<file path="config.mk">
export PLATFORM = sky130hd
export DESIGN_NAME = execute_stage_flat
export DESIGN_NICKNAME = d
export VERILOG_FILES = /design/src/rtl/y86_pkg.sv /design/src/rtl/execute_stage_if.sv /design/src/rtl/execute_stage_alu64.sv /design/src/rtl/execute_stage.sv /design/src/flat_wrapper.sv
export SDC_FILE = /design/constraint.sdc
export NUM_CORES = 1
export LEC_CHECK = 0
export CAP_MARGIN = 20
export CORE_ASPECT_RATIO = 1.75
export CORE_MARGIN = 4
export CORE_UTILIZATION = 54
export DETAILED_ROUTE_END_ITERATION = 12
export MAX_ROUTING_LAYER = met4
export PLACE_DENSITY_LB_ADDON = 0.25
export SLEW_MARGIN = 20
export SYNTH_ARGS = -nofsm -noshare
export SYNTH_HDL_FRONTEND = slang
export SYNTH_SLANG_ARGS = --single-unit
</file>
<file path="constraint.sdc">
create_clock -name clk -period 27.6 [get_ports clk]
set_input_delay 5.52 -clock clk [delete_from_list [all_inputs] [get_ports clk]]
set_output_delay 5.52 -clock clk [all_outputs]
set_load 0.05 [all_outputs]
</file>
<file path="src/rtl/y86_pkg.sv">
// Shared Y86-64 definitions: instruction codes, ALU operations, branch
// conditions, condition-code record and the condition evaluator.
package y86_pkg;

   localparam logic [3:0] RNONE = 4'hF;

   localparam logic [3:0] I_HALT   = 4'h0;
   localparam logic [3:0] I_NOP    = 4'h1;
   localparam logic [3:0] I_RRMOVQ = 4'h2;
   localparam logic [3:0] I_IRMOVQ = 4'h3;
   localparam logic [3:0] I_RMMOVQ = 4'h4;
   localparam logic [3:0] I_MRMOVQ = 4'h5;
   localparam logic [3:0] I_OPQ    = 4'h6;
   localparam logic [3:0] I_JXX    = 4'h7;
   localparam logic [3:0] I_CALL   = 4'h8;
   localparam logic [3:0] I_RET    = 4'h9;
   localparam logic [3:0] I_PUSHQ  = 4'hA;
   localparam logic [3:0] I_POPQ   = 4'hB;

   typedef enum logic [1:0] {
      ALU_ADD = 2'd0,
      ALU_SUB = 2'd1,
      ALU_AND = 2'd2,
      ALU_XOR = 2'd3
   } alu_op_e;

   typedef enum logic [3:0] {
      C_ALWAYS = 4'h0,
      C_LE     = 4'h1,
      C_L      = 4'h2,
      C_E      = 4'h3,
      C_NE     = 4'h4,
      C_GE     = 4'h5,
      C_G      = 4'h6
   } cond_e;

   typedef struct packed {
      logic zf;
      logic sf;
      logic of;
   } cc_t;

   // Branch / conditional-move predicate; undefined condition codes never take.
   function automatic logic cond_eval(input cc_t cc, input logic [3:0] ifun);
      logic lt;
      logic res;
      lt  = cc.sf ^ cc.of;
      res = 1'b0;
      case (ifun)
         C_ALWAYS: res = 1'b1;
         C_LE:     res = lt | cc.zf;
         C_L:      res = lt;
         C_E:      res = cc.zf;
         C_NE:     res = ~cc.zf;
         C_GE:     res = ~lt;
         C_G:      res = ~lt & ~cc.zf;
         default:  res = 1'b0;
      endcase
      return res;
   endfunction

endpackage

</file>
<file path="src/rtl/execute_stage_if.sv">
// Decode->execute request and execute->memory response bundle.
interface execute_stage_if #(parameter int W = 64);

   logic         in_valid;
   logic         in_ready;
   logic [3:0]   in_icode;
   logic [3:0]   in_ifun;
   logic [W-1:0] in_valA;
   logic [W-1:0] in_valB;
   logic [W-1:0] in_valC;
   logic [3:0]   in_dstE;
   logic [3:0]   in_dstM;

   logic         out_valid;
   logic         out_ready;
   logic [3:0]   out_icode;
   logic         out_cnd;
   logic [W-1:0] out_valE;
   logic [W-1:0] out_valA;
   logic [3:0]   out_dstE;
   logic [3:0]   out_dstM;

   modport master (
      output in_valid, in_icode, in_ifun, in_valA, in_valB, in_valC, in_dstE, in_dstM,
      output out_ready,
      input  in_ready,
      input  out_valid, out_icode, out_cnd, out_valE, out_valA, out_dstE, out_dstM
   );

   modport slave (
      input  in_valid, in_icode, in_ifun, in_valA, in_valB, in_valC, in_dstE, in_dstM,
      input  out_ready,
      output in_ready,
      output out_valid, out_icode, out_cnd, out_valE, out_valA, out_dstE, out_dstM
   );

endinterface

</file>
<file path="src/rtl/execute_stage_alu64.sv">
// Combinational Y86-64 ALU: add, subtract, and, xor with signed-overflow flag.
module alu64
   import y86_pkg::*;
#(
   parameter int W = 64
) (
   input  logic [W-1:0] a,
   input  logic [W-1:0] b,
   input  alu_op_e      op,
   output logic [W-1:0] result,
   output logic         of
);

   logic         sub;
   logic [W-1:0] a_eff;
   logic [W-2:0] low;
   logic         c_msb_in;
   logic [1:0]   msb_sum;

   // Subtraction is b + ~a + 1 so one adder serves both; the MSB is added
   // separately to expose the carry into and out of the sign bit.
   assign sub   = (op == ALU_SUB);
   assign a_eff = sub ? ~a : a;
   assign {c_msb_in, low} = {1'b0, b[W-2:0]} + {1'b0, a_eff[W-2:0]} + {{(W-1){1'b0}}, sub};
   assign msb_sum = {1'b0, b[W-1]} + {1'b0, a_eff[W-1]} + {1'b0, c_msb_in};

   // Result and overflow selection by operation.
   always_comb begin
      result = '0;
      of     = 1'b0;
      case (op)
         ALU_ADD, ALU_SUB: begin
            result = {msb_sum[0], low};
            of     = msb_sum[1] ^ c_msb_in;
         end
         ALU_AND: result = b & a;
         ALU_XOR: result = b ^ a;
         default: result = '0;
      endcase
   end

endmodule

</file>
<file path="src/rtl/execute_stage.sv">
// Y86-64 execute stage: operand select, ALU, condition codes, condition
// evaluation and a one-entry E->M pipeline register.
module execute_stage #(
   parameter int         W     = 64,
   parameter logic [3:0] RNONE = 4'hF
) (
   input  logic            clk,
   input  logic            rst,
   execute_stage_if.slave  bus,
   output logic            cc_zf,
   output logic            cc_sf,
   output logic            cc_of
);

   import y86_pkg::*;

   logic [W-1:0] alu_a;
   logic [W-1:0] alu_b;
   logic [W-1:0] alu_res;
   logic         alu_of;
   alu_op_e      alu_op;
   logic         op_ok;
   logic [W-1:0] val_e;
   logic         cnd;
   logic [3:0]   dst_e;
   logic         accept;
   logic         cc_load;
   cc_t          cc;
   cc_t          cc_next;

   assign bus.in_ready = ~bus.out_valid | bus.out_ready;
   assign accept       = bus.in_valid & bus.in_ready;

   // ALU operand selection by instruction class.
   always_comb begin
      alu_a = '0;
      alu_b = '0;
      case (bus.in_icode)
         I_RRMOVQ, I_OPQ:            alu_a = bus.in_valA;
         I_IRMOVQ, I_RMMOVQ, I_MRMOVQ: alu_a = bus.in_valC;
         I_CALL, I_PUSHQ:            alu_a = {{(W-4){1'b1}}, 4'h8};
         I_RET, I_POPQ:              alu_a = W'(8);
         default:                    alu_a = '0;
      endcase
      case (bus.in_icode)
         I_RMMOVQ, I_MRMOVQ, I_OPQ, I_CALL, I_RET, I_PUSHQ, I_POPQ: alu_b = bus.in_valB;
         default:                                                    alu_b = '0;
      endcase
   end

   alu64 #(.W(W)) u_alu (
      .a      (alu_a),
      .b      (alu_b),
      .op     (alu_op),
      .result (alu_res),
      .of     (alu_of)
   );

   // ALU op decode, result gating, new flags, condition and destination.
   always_comb begin
      op_ok  = (bus.in_icode == I_OPQ) && (bus.in_ifun <= 4'd3);
      alu_op = op_ok ? alu_op_e'(bus.in_ifun[1:0]) : ALU_ADD;
      val_e  = ((bus.in_icode == I_OPQ) && !op_ok) ? '0 : alu_res;

      cc_next.zf = (alu_res == '0);
      cc_next.sf = alu_res[W-1];
      cc_next.of = alu_of;
      cc_load    = accept & op_ok;

      cnd = 1'b1;
      if ((bus.in_icode == I_RRMOVQ) || (bus.in_icode == I_JXX))
         cnd = cond_eval(cc, bus.in_ifun);

      dst_e = ((bus.in_icode == I_RRMOVQ) && !cnd) ? RNONE : bus.in_dstE;
   end

   // E->M register: load on accept, otherwise drain when memory consumes.
   always_ff @(posedge clk) begin
      if (rst) begin
         bus.out_valid <= 1'b0;
         bus.out_icode <= '0;
         bus.out_cnd   <= 1'b0;
         bus.out_valE  <= '0;
         bus.out_valA  <= '0;
         bus.out_dstE  <= RNONE;
         bus.out_dstM  <= RNONE;
      end else if (accept) begin
         bus.out_valid <= 1'b1;
         bus.out_icode <= bus.in_icode;
         bus.out_cnd   <= cnd;
         bus.out_valE  <= val_e;
         bus.out_valA  <= bus.in_valA;
         bus.out_dstE  <= dst_e;
         bus.out_dstM  <= bus.in_dstM;
      end else if (bus.out_ready) begin
         bus.out_valid <= 1'b0;
      end
   end

   // Condition-code register, written only by accepted valid OPq.
   always_ff @(posedge clk) begin
      if (rst) begin
         cc <= '{zf: 1'b1, sf: 1'b0, of: 1'b0};
      end else if (cc_load) begin
         cc <= cc_next;
      end
   end

   assign cc_zf = cc.zf;
   assign cc_sf = cc.sf;
   assign cc_of = cc.of;

endmodule

</file>
<file path="src/flat_wrapper.sv">
// flat-port wrapper written by rule: the top's interface ports become plain ports
module execute_stage_flat import y86_pkg::*;
#(
   parameter int         W     = 64,
   parameter logic [3:0] RNONE = 4'hF
)
  (clk, rst, cc_zf, cc_sf, cc_of, bus_in_valid, bus_in_icode, bus_in_ifun, bus_in_valA, bus_in_valB, bus_in_valC, bus_in_dstE, bus_in_dstM, bus_out_ready, bus_in_ready, bus_out_valid, bus_out_icode, bus_out_cnd, bus_out_valE, bus_out_valA, bus_out_dstE, bus_out_dstM);
  execute_stage_if #(.W(W)) bus_i ();
  input  logic clk;
  input  logic rst;
  output logic cc_zf;
  output logic cc_sf;
  output logic cc_of;
  input wire logic [$bits(bus_i.in_valid)-1:0] bus_in_valid;
  input wire logic [$bits(bus_i.in_icode)-1:0] bus_in_icode;
  input wire logic [$bits(bus_i.in_ifun)-1:0] bus_in_ifun;
  input wire logic [$bits(bus_i.in_valA)-1:0] bus_in_valA;
  input wire logic [$bits(bus_i.in_valB)-1:0] bus_in_valB;
  input wire logic [$bits(bus_i.in_valC)-1:0] bus_in_valC;
  input wire logic [$bits(bus_i.in_dstE)-1:0] bus_in_dstE;
  input wire logic [$bits(bus_i.in_dstM)-1:0] bus_in_dstM;
  input wire logic [$bits(bus_i.out_ready)-1:0] bus_out_ready;
  output wire logic [$bits(bus_i.in_ready)-1:0] bus_in_ready;
  output wire logic [$bits(bus_i.out_valid)-1:0] bus_out_valid;
  output wire logic [$bits(bus_i.out_icode)-1:0] bus_out_icode;
  output wire logic [$bits(bus_i.out_cnd)-1:0] bus_out_cnd;
  output wire logic [$bits(bus_i.out_valE)-1:0] bus_out_valE;
  output wire logic [$bits(bus_i.out_valA)-1:0] bus_out_valA;
  output wire logic [$bits(bus_i.out_dstE)-1:0] bus_out_dstE;
  output wire logic [$bits(bus_i.out_dstM)-1:0] bus_out_dstM;
  assign bus_i.in_valid = bus_in_valid;
  assign bus_i.in_icode = bus_in_icode;
  assign bus_i.in_ifun = bus_in_ifun;
  assign bus_i.in_valA = bus_in_valA;
  assign bus_i.in_valB = bus_in_valB;
  assign bus_i.in_valC = bus_in_valC;
  assign bus_i.in_dstE = bus_in_dstE;
  assign bus_i.in_dstM = bus_in_dstM;
  assign bus_i.out_ready = bus_out_ready;
  assign bus_in_ready = bus_i.in_ready;
  assign bus_out_valid = bus_i.out_valid;
  assign bus_out_icode = bus_i.out_icode;
  assign bus_out_cnd = bus_i.out_cnd;
  assign bus_out_valE = bus_i.out_valE;
  assign bus_out_valA = bus_i.out_valA;
  assign bus_out_dstE = bus_i.out_dstE;
  assign bus_out_dstM = bus_i.out_dstM;
  execute_stage #(.W(W), .RNONE(RNONE)) u_core (.clk(clk), .rst(rst), .bus(bus_i), .cc_zf(cc_zf), .cc_sf(cc_sf), .cc_of(cc_of));
endmodule
</file>
==> out/results.ini <==
[synthesis]
ys_seq_area_frac = 0.215
synth_edf_count = 0
avgSynthCellArea_sq_um = 7.51
syn_inst = 1800
synth_top_cell_by_area = dfxtp_1
synth.top_cell.area_share = 0.215
synth_area_sq_um = 13500
synth_cell_types = 76
synthFlopType = dfxtp_1
yosysMostFrequentCell = nand2_1
synth-seq-cells = 145
synth_nets = 2142
synthTopCellsByArea = dfxtp_1 21%, ha_1 12%, nand2_1 7.6%, a21oi_1 6.8%, xnor2_1 6.0%
postSynth.asyncResetShare = 0
ys_warn_count = 0
synth.top_cells.by_count = 272 x nand2_1, 184 x a21oi_1, 145 x dfxtp_1

[cts]
clk_path_buf_depth = 2
postCtsSetupBuffers = 0
path_clk_slew_ns = 0.07
cts_tree = done
postCtsHoldBufs = 0
cts.sinks = 145
cts_max_level = 4
insertion_delay_ns = 0.47
cts_inserted_buffers = 17
cts_resized = 0
clock-root-buffer = clkbuf_16

[route]
wire_per_inst_um = 24.6
wl_um = 58600
dr.pass1.iters = 7
drt-initial-drc-count = 1235
final_antenna_net_count = 0
drc_errors = 0
dr_total_vias = 15700
viasPerCell = 6.56

[worst_setup_path]
r2r_end = u_core.cc_zf
critical-path-max-stage-delay_ns = 0.82
crit_slowest_cell = clkdlybuf4s50_1
worstPathMaxFanout = 36
cp_data_arrival_time_ns = 14.55
critPathLaunchType = input pin
path_class = in2reg
critPathRequiredTime_ns = 28.02
crit-reg2reg-launch = u_core.bus.out_valid
worstRegToRegCells = 12
endpoint_kind = flip-flop
r2r_slack_ns = 23.24

[floorplan]
die_area_sq_um = 27700
die-height_um = 217
rows = 76
core_area_sq_um = 24600
die_w_um = 128
num_io_pins = 358
start_util = 0.549

[global_routing]
grt_pass1_wl_um = 89000
grt_max_degree = 85
overflow = 0
antenna_found_initial = 1
grtUsageTotal = 0.422
grt_pass1_vias = 16300

[placement]
gp_congestion = 1.02
io_buffer_count = 357
dp_hpwl_um = 45100

[finish]
final_util = 0.721
multi_input_area_sq_um = 10100
regArea_sq_um = 2900
nFillCells = 1868
area_growth_pct = 31.3
layout.nets = 2399
drive_gt1_frac = 0.0406

[run]
drv_cap = 0

[timing]
finalMaxSlewViolations = 0
rsz0062_at_grt = no
hold_violations = 0
fin_tns_setup_ns = 0
whs_ns = 0.454
finalSetupViolCount = 0
relSlewSlack = 0.257
fmax_ghz = 0.0707
worstMarginPinSlew_ns = 1.11
period_share = 0.512
clock_skew_ns = 0.00948
min_period_ns = 14.14

[pwr]
powerDensity_nw_per_um2 = 47.4
ir_drop_mv = 0.0473
p_leak_uw = 0.00720

[hold_path]
worstHoldStart = u_core.bus.out_valA[54]
min_delay_worst_endpoint = u_core.bus.out_valA[54]
min_path_cells = 2
min_path_type = reg2reg

[run_status]
outcome = complete, no violations

## critical path, delay by kind of cell
family / cells / cell delay [ns]
buffers and inverters: 2 / 1.30
AOI/OAI and AO/OA: 8 / 1.34
adders and majority gates: 2 / 1.13
xor gates and xnor gates: 1 / 0.22
and+or+nand+nor: 16 / 4.99
## sequential cells by signal, indices dropped and copies added (netlist names)
signal	count
u_core.cc_of	1
u_core.bus.out_dstM	4
u_core.bus.out_valE	64
u_core.bus.out_icode	4
u_core.bus.out_dstE	4
u_core.bus.out_valid	1
u_core.cc_sf	1
u_core.cc_zf	1
u_core.bus.out_valA	64
u_core.bus.out_cnd	1
## kinds of logic after synthesis
family | after synthesis | synth area share
buffers and inverters | 154 | 0.0435
adder cells (fa/ha/maj) | 130 | 0.121
multiplexers | 57 | 0.0433
XOR/XNOR | 111 | 0.0719
AO/OA/AOI/OAI | 553 | 0.273
AND/OR/NAND/NOR | 650 | 0.232
flip-flops | 145 | 0.215
## layout make-up
| type | instances | area share |
|---|---|---|
| multi-input cells | 1501 | 0.567 |
| repair buffers | 371 | 0.207 |
| flip-flops and latches | 145 | 0.164 |
| clock buffers | 19 | 0.0255 |
| well taps | 312 | 0.0220 |
| clock inverters | 12 | 0.00966 |
| inverters | 21 | 0.00444 |
| diodes | 3 | 0.000423 |
## stage by stage
step / cells / total power, uW / cell area, sq um / setup WS (ns)
final: 2384 / 842 / 17700 / 13.46
after global routing: 2382 / 871 / 17700 / 12.79
after CTS: 2381 / 837 / 17700 / 13.51
after detailed placement: 2350 / 579 / 17100 / 13.05
after global placement: 2350 / 572 / 17100 / 13.32
after floorplan: 1800 / 453 / 13500 / 15.00
## where the power goes
group          switching, uW  total, uW  internal [uW]  leakage, uW
logic                    217        351            133      0.00570
clock network            110        259            149     0.000307
registers               8.12        232            224      0.00119
total                    335        842            507      0.00720
## layer usage
metal	wire length, um	track usage	vias to the layer above
li1	-	-	7130
met5	0	-	-
met2	31100	0.767	886
met4	4740	0.292	0
met3	3860	0.0700	280
met1	18900	0.398	7354
## cells in the final DEF (no fill, tap or decap), types with 17 or more instances in the layout
master and instances:
o21ai_0 75, xnor2_1 93, a21o_1 29, a21oi_1 184
a31oi_1 22, ha_1 128, inv_1 21, nand2_1 270
and2_1 70, mux2i_1 45, a221o_1 61, nor3_1 21
nor2_1 118, nor2b_1 17, xor2_1 18, dfxtp_1 145
a22oi_1 34, a211oi_1 21, clkbuf_16 17, clkdlybuf4s50_1 355
nand4_1 31, o211ai_1 25
## worst max path at each step
stage | slack (ns) | startpoint | cells past startpoint | end
final | 13.46 | bus_in_icode[2] | 29 | u_core.cc_zf
after global routing | 12.79 | bus_in_icode[0] | 29 | u_core.cc_zf
after CTS | 13.51 | bus_in_icode[2] | 29 | u_core.cc_zf
after detailed placement | 13.05 | bus_in_icode[0] | 29 | u_core.cc_zf
after global placement | 13.32 | bus_in_icode[2] | 29 | u_core.cc_zf
after floorplan | 15.00 | bus_in_icode[0] | 32 | u_core.cc_zf
Note: power is estimated with default switching activity, not from simulation.
==> RTL change, RTL diff (same settings) <==
`W` is set to 64 in 4 places; all go to 128.
--- a/src/rtl/execute_stage_if.sv
+++ b/src/rtl/execute_stage_if.sv
@@ -1,3 +1,3 @@
 // Decode->execute request and execute->memory response bundle.
-interface execute_stage_if #(parameter int W = 64);
+interface execute_stage_if #(parameter int W = 128);
 
--- a/src/rtl/execute_stage_alu64.sv
+++ b/src/rtl/execute_stage_alu64.sv
@@ -4,3 +4,3 @@
 #(
-   parameter int W = 64
+   parameter int W = 128
 ) (
--- a/src/rtl/execute_stage.sv
+++ b/src/rtl/execute_stage.sv
@@ -3,3 +3,3 @@
 module execute_stage #(
-   parameter int         W     = 64,
+   parameter int         W     = 128,
    parameter logic [3:0] RNONE = 4'hF
--- a/src/flat_wrapper.sv
+++ b/src/flat_wrapper.sv
@@ -3,3 +3,3 @@
 #(
-   parameter int         W     = 64,
+   parameter int         W     = 128,
    parameter logic [3:0] RNONE = 4'hF
Ports: changed (5 resized); port bits go from 358 to 678. No check against the original RTL was run, so the function may have changed too.
==> RTL change against the unedited design <==
The run now fails in global routing; area after synthesis rose by 100%.
==> RTL change: results (changes against the unedited design) <==
Largest net degree at the start of global routing: 140
H-tree depth: 1 (-3)
Cell with the most instances after synthesis: nand2_1
Vias in the first global route: 36639
Fail Step: global routing
Post-synth cell types: 85 (+12%)
Gr usage total: 64.2%
Asr flop ratio synth: 0% (unchanged)
Clock Path Buffers: 3 (+1)
Clk root buf: clkbuf_16
Num rows: 108 (+42%)
DP HPWL: 126000 µm (+180%)
Net Count, Synth: 4389 (+100%)
CTS buffer count: 26 (+9)
Top area cells in the synthesized netlist: dfxtp_1 20%, ha_1 12%, nand2_1 7.7%, a21oi_1 7.6%, xnor2_1 5.9%
Ys flop type: dfxtp_1
First-pass GRT wire length: 257000 µm
Routability Congestion: 1.24 (+22%)
Error: [ERROR GRT-0116] Global routing finished with congestion. Check the congestion regions in the DRC Viewer.
Final global-route overflow total: 219
Post-synthesis sequential area ratio: 20.0% (-1.4 points)
Input/output buffers: 677 (+90%)
Post-synth top cells: 559 x nand2_1, 413 x a21oi_1, 312 x nor2_1
Post-CTS sizing: 0 (unchanged)
Setup bufs post-CTS: 0 (unchanged)
CTS sink cnt: 273 (+88%)
Status: did not finish
Placement Cell Area: 34000 µm² (+99%)
Syn. warnings: 0 (unchanged)
[RTL change: cell count changes after synthesis, moves of 111 or more]
cell,unedited run,this run
clkbuf_1,115,261
nand2_1,272,559
dfxtp_1,145,273
nor2_1,119,312
a21oi_1,184,413
o21ai_0,75,186
ha_1,128,256
[RTL change: layer usage]
layer  GRT usage [%]  overflow
met5               -         -
met4            64.4        68
met3            36.7         3
met2            87.5       148
met1            61.1         0
[RTL change: kinds of logic after synthesis]
family | share of synthesized area, %
compound gates | 28.0
buf+inv | 4.52
xor+xnor | 7.52
flops | 20.0
mux | 4.36
fa+ha+maj | 11.9
simple gates | 23.6
[RTL change: metrics by stage]
stage,setup slack (ps),util [%],cells
detailed placement,12090,68.5,4795
floorplan,13940,-,3727
CTS,12700,70.3,4843
global placement,12420,68.4,4794
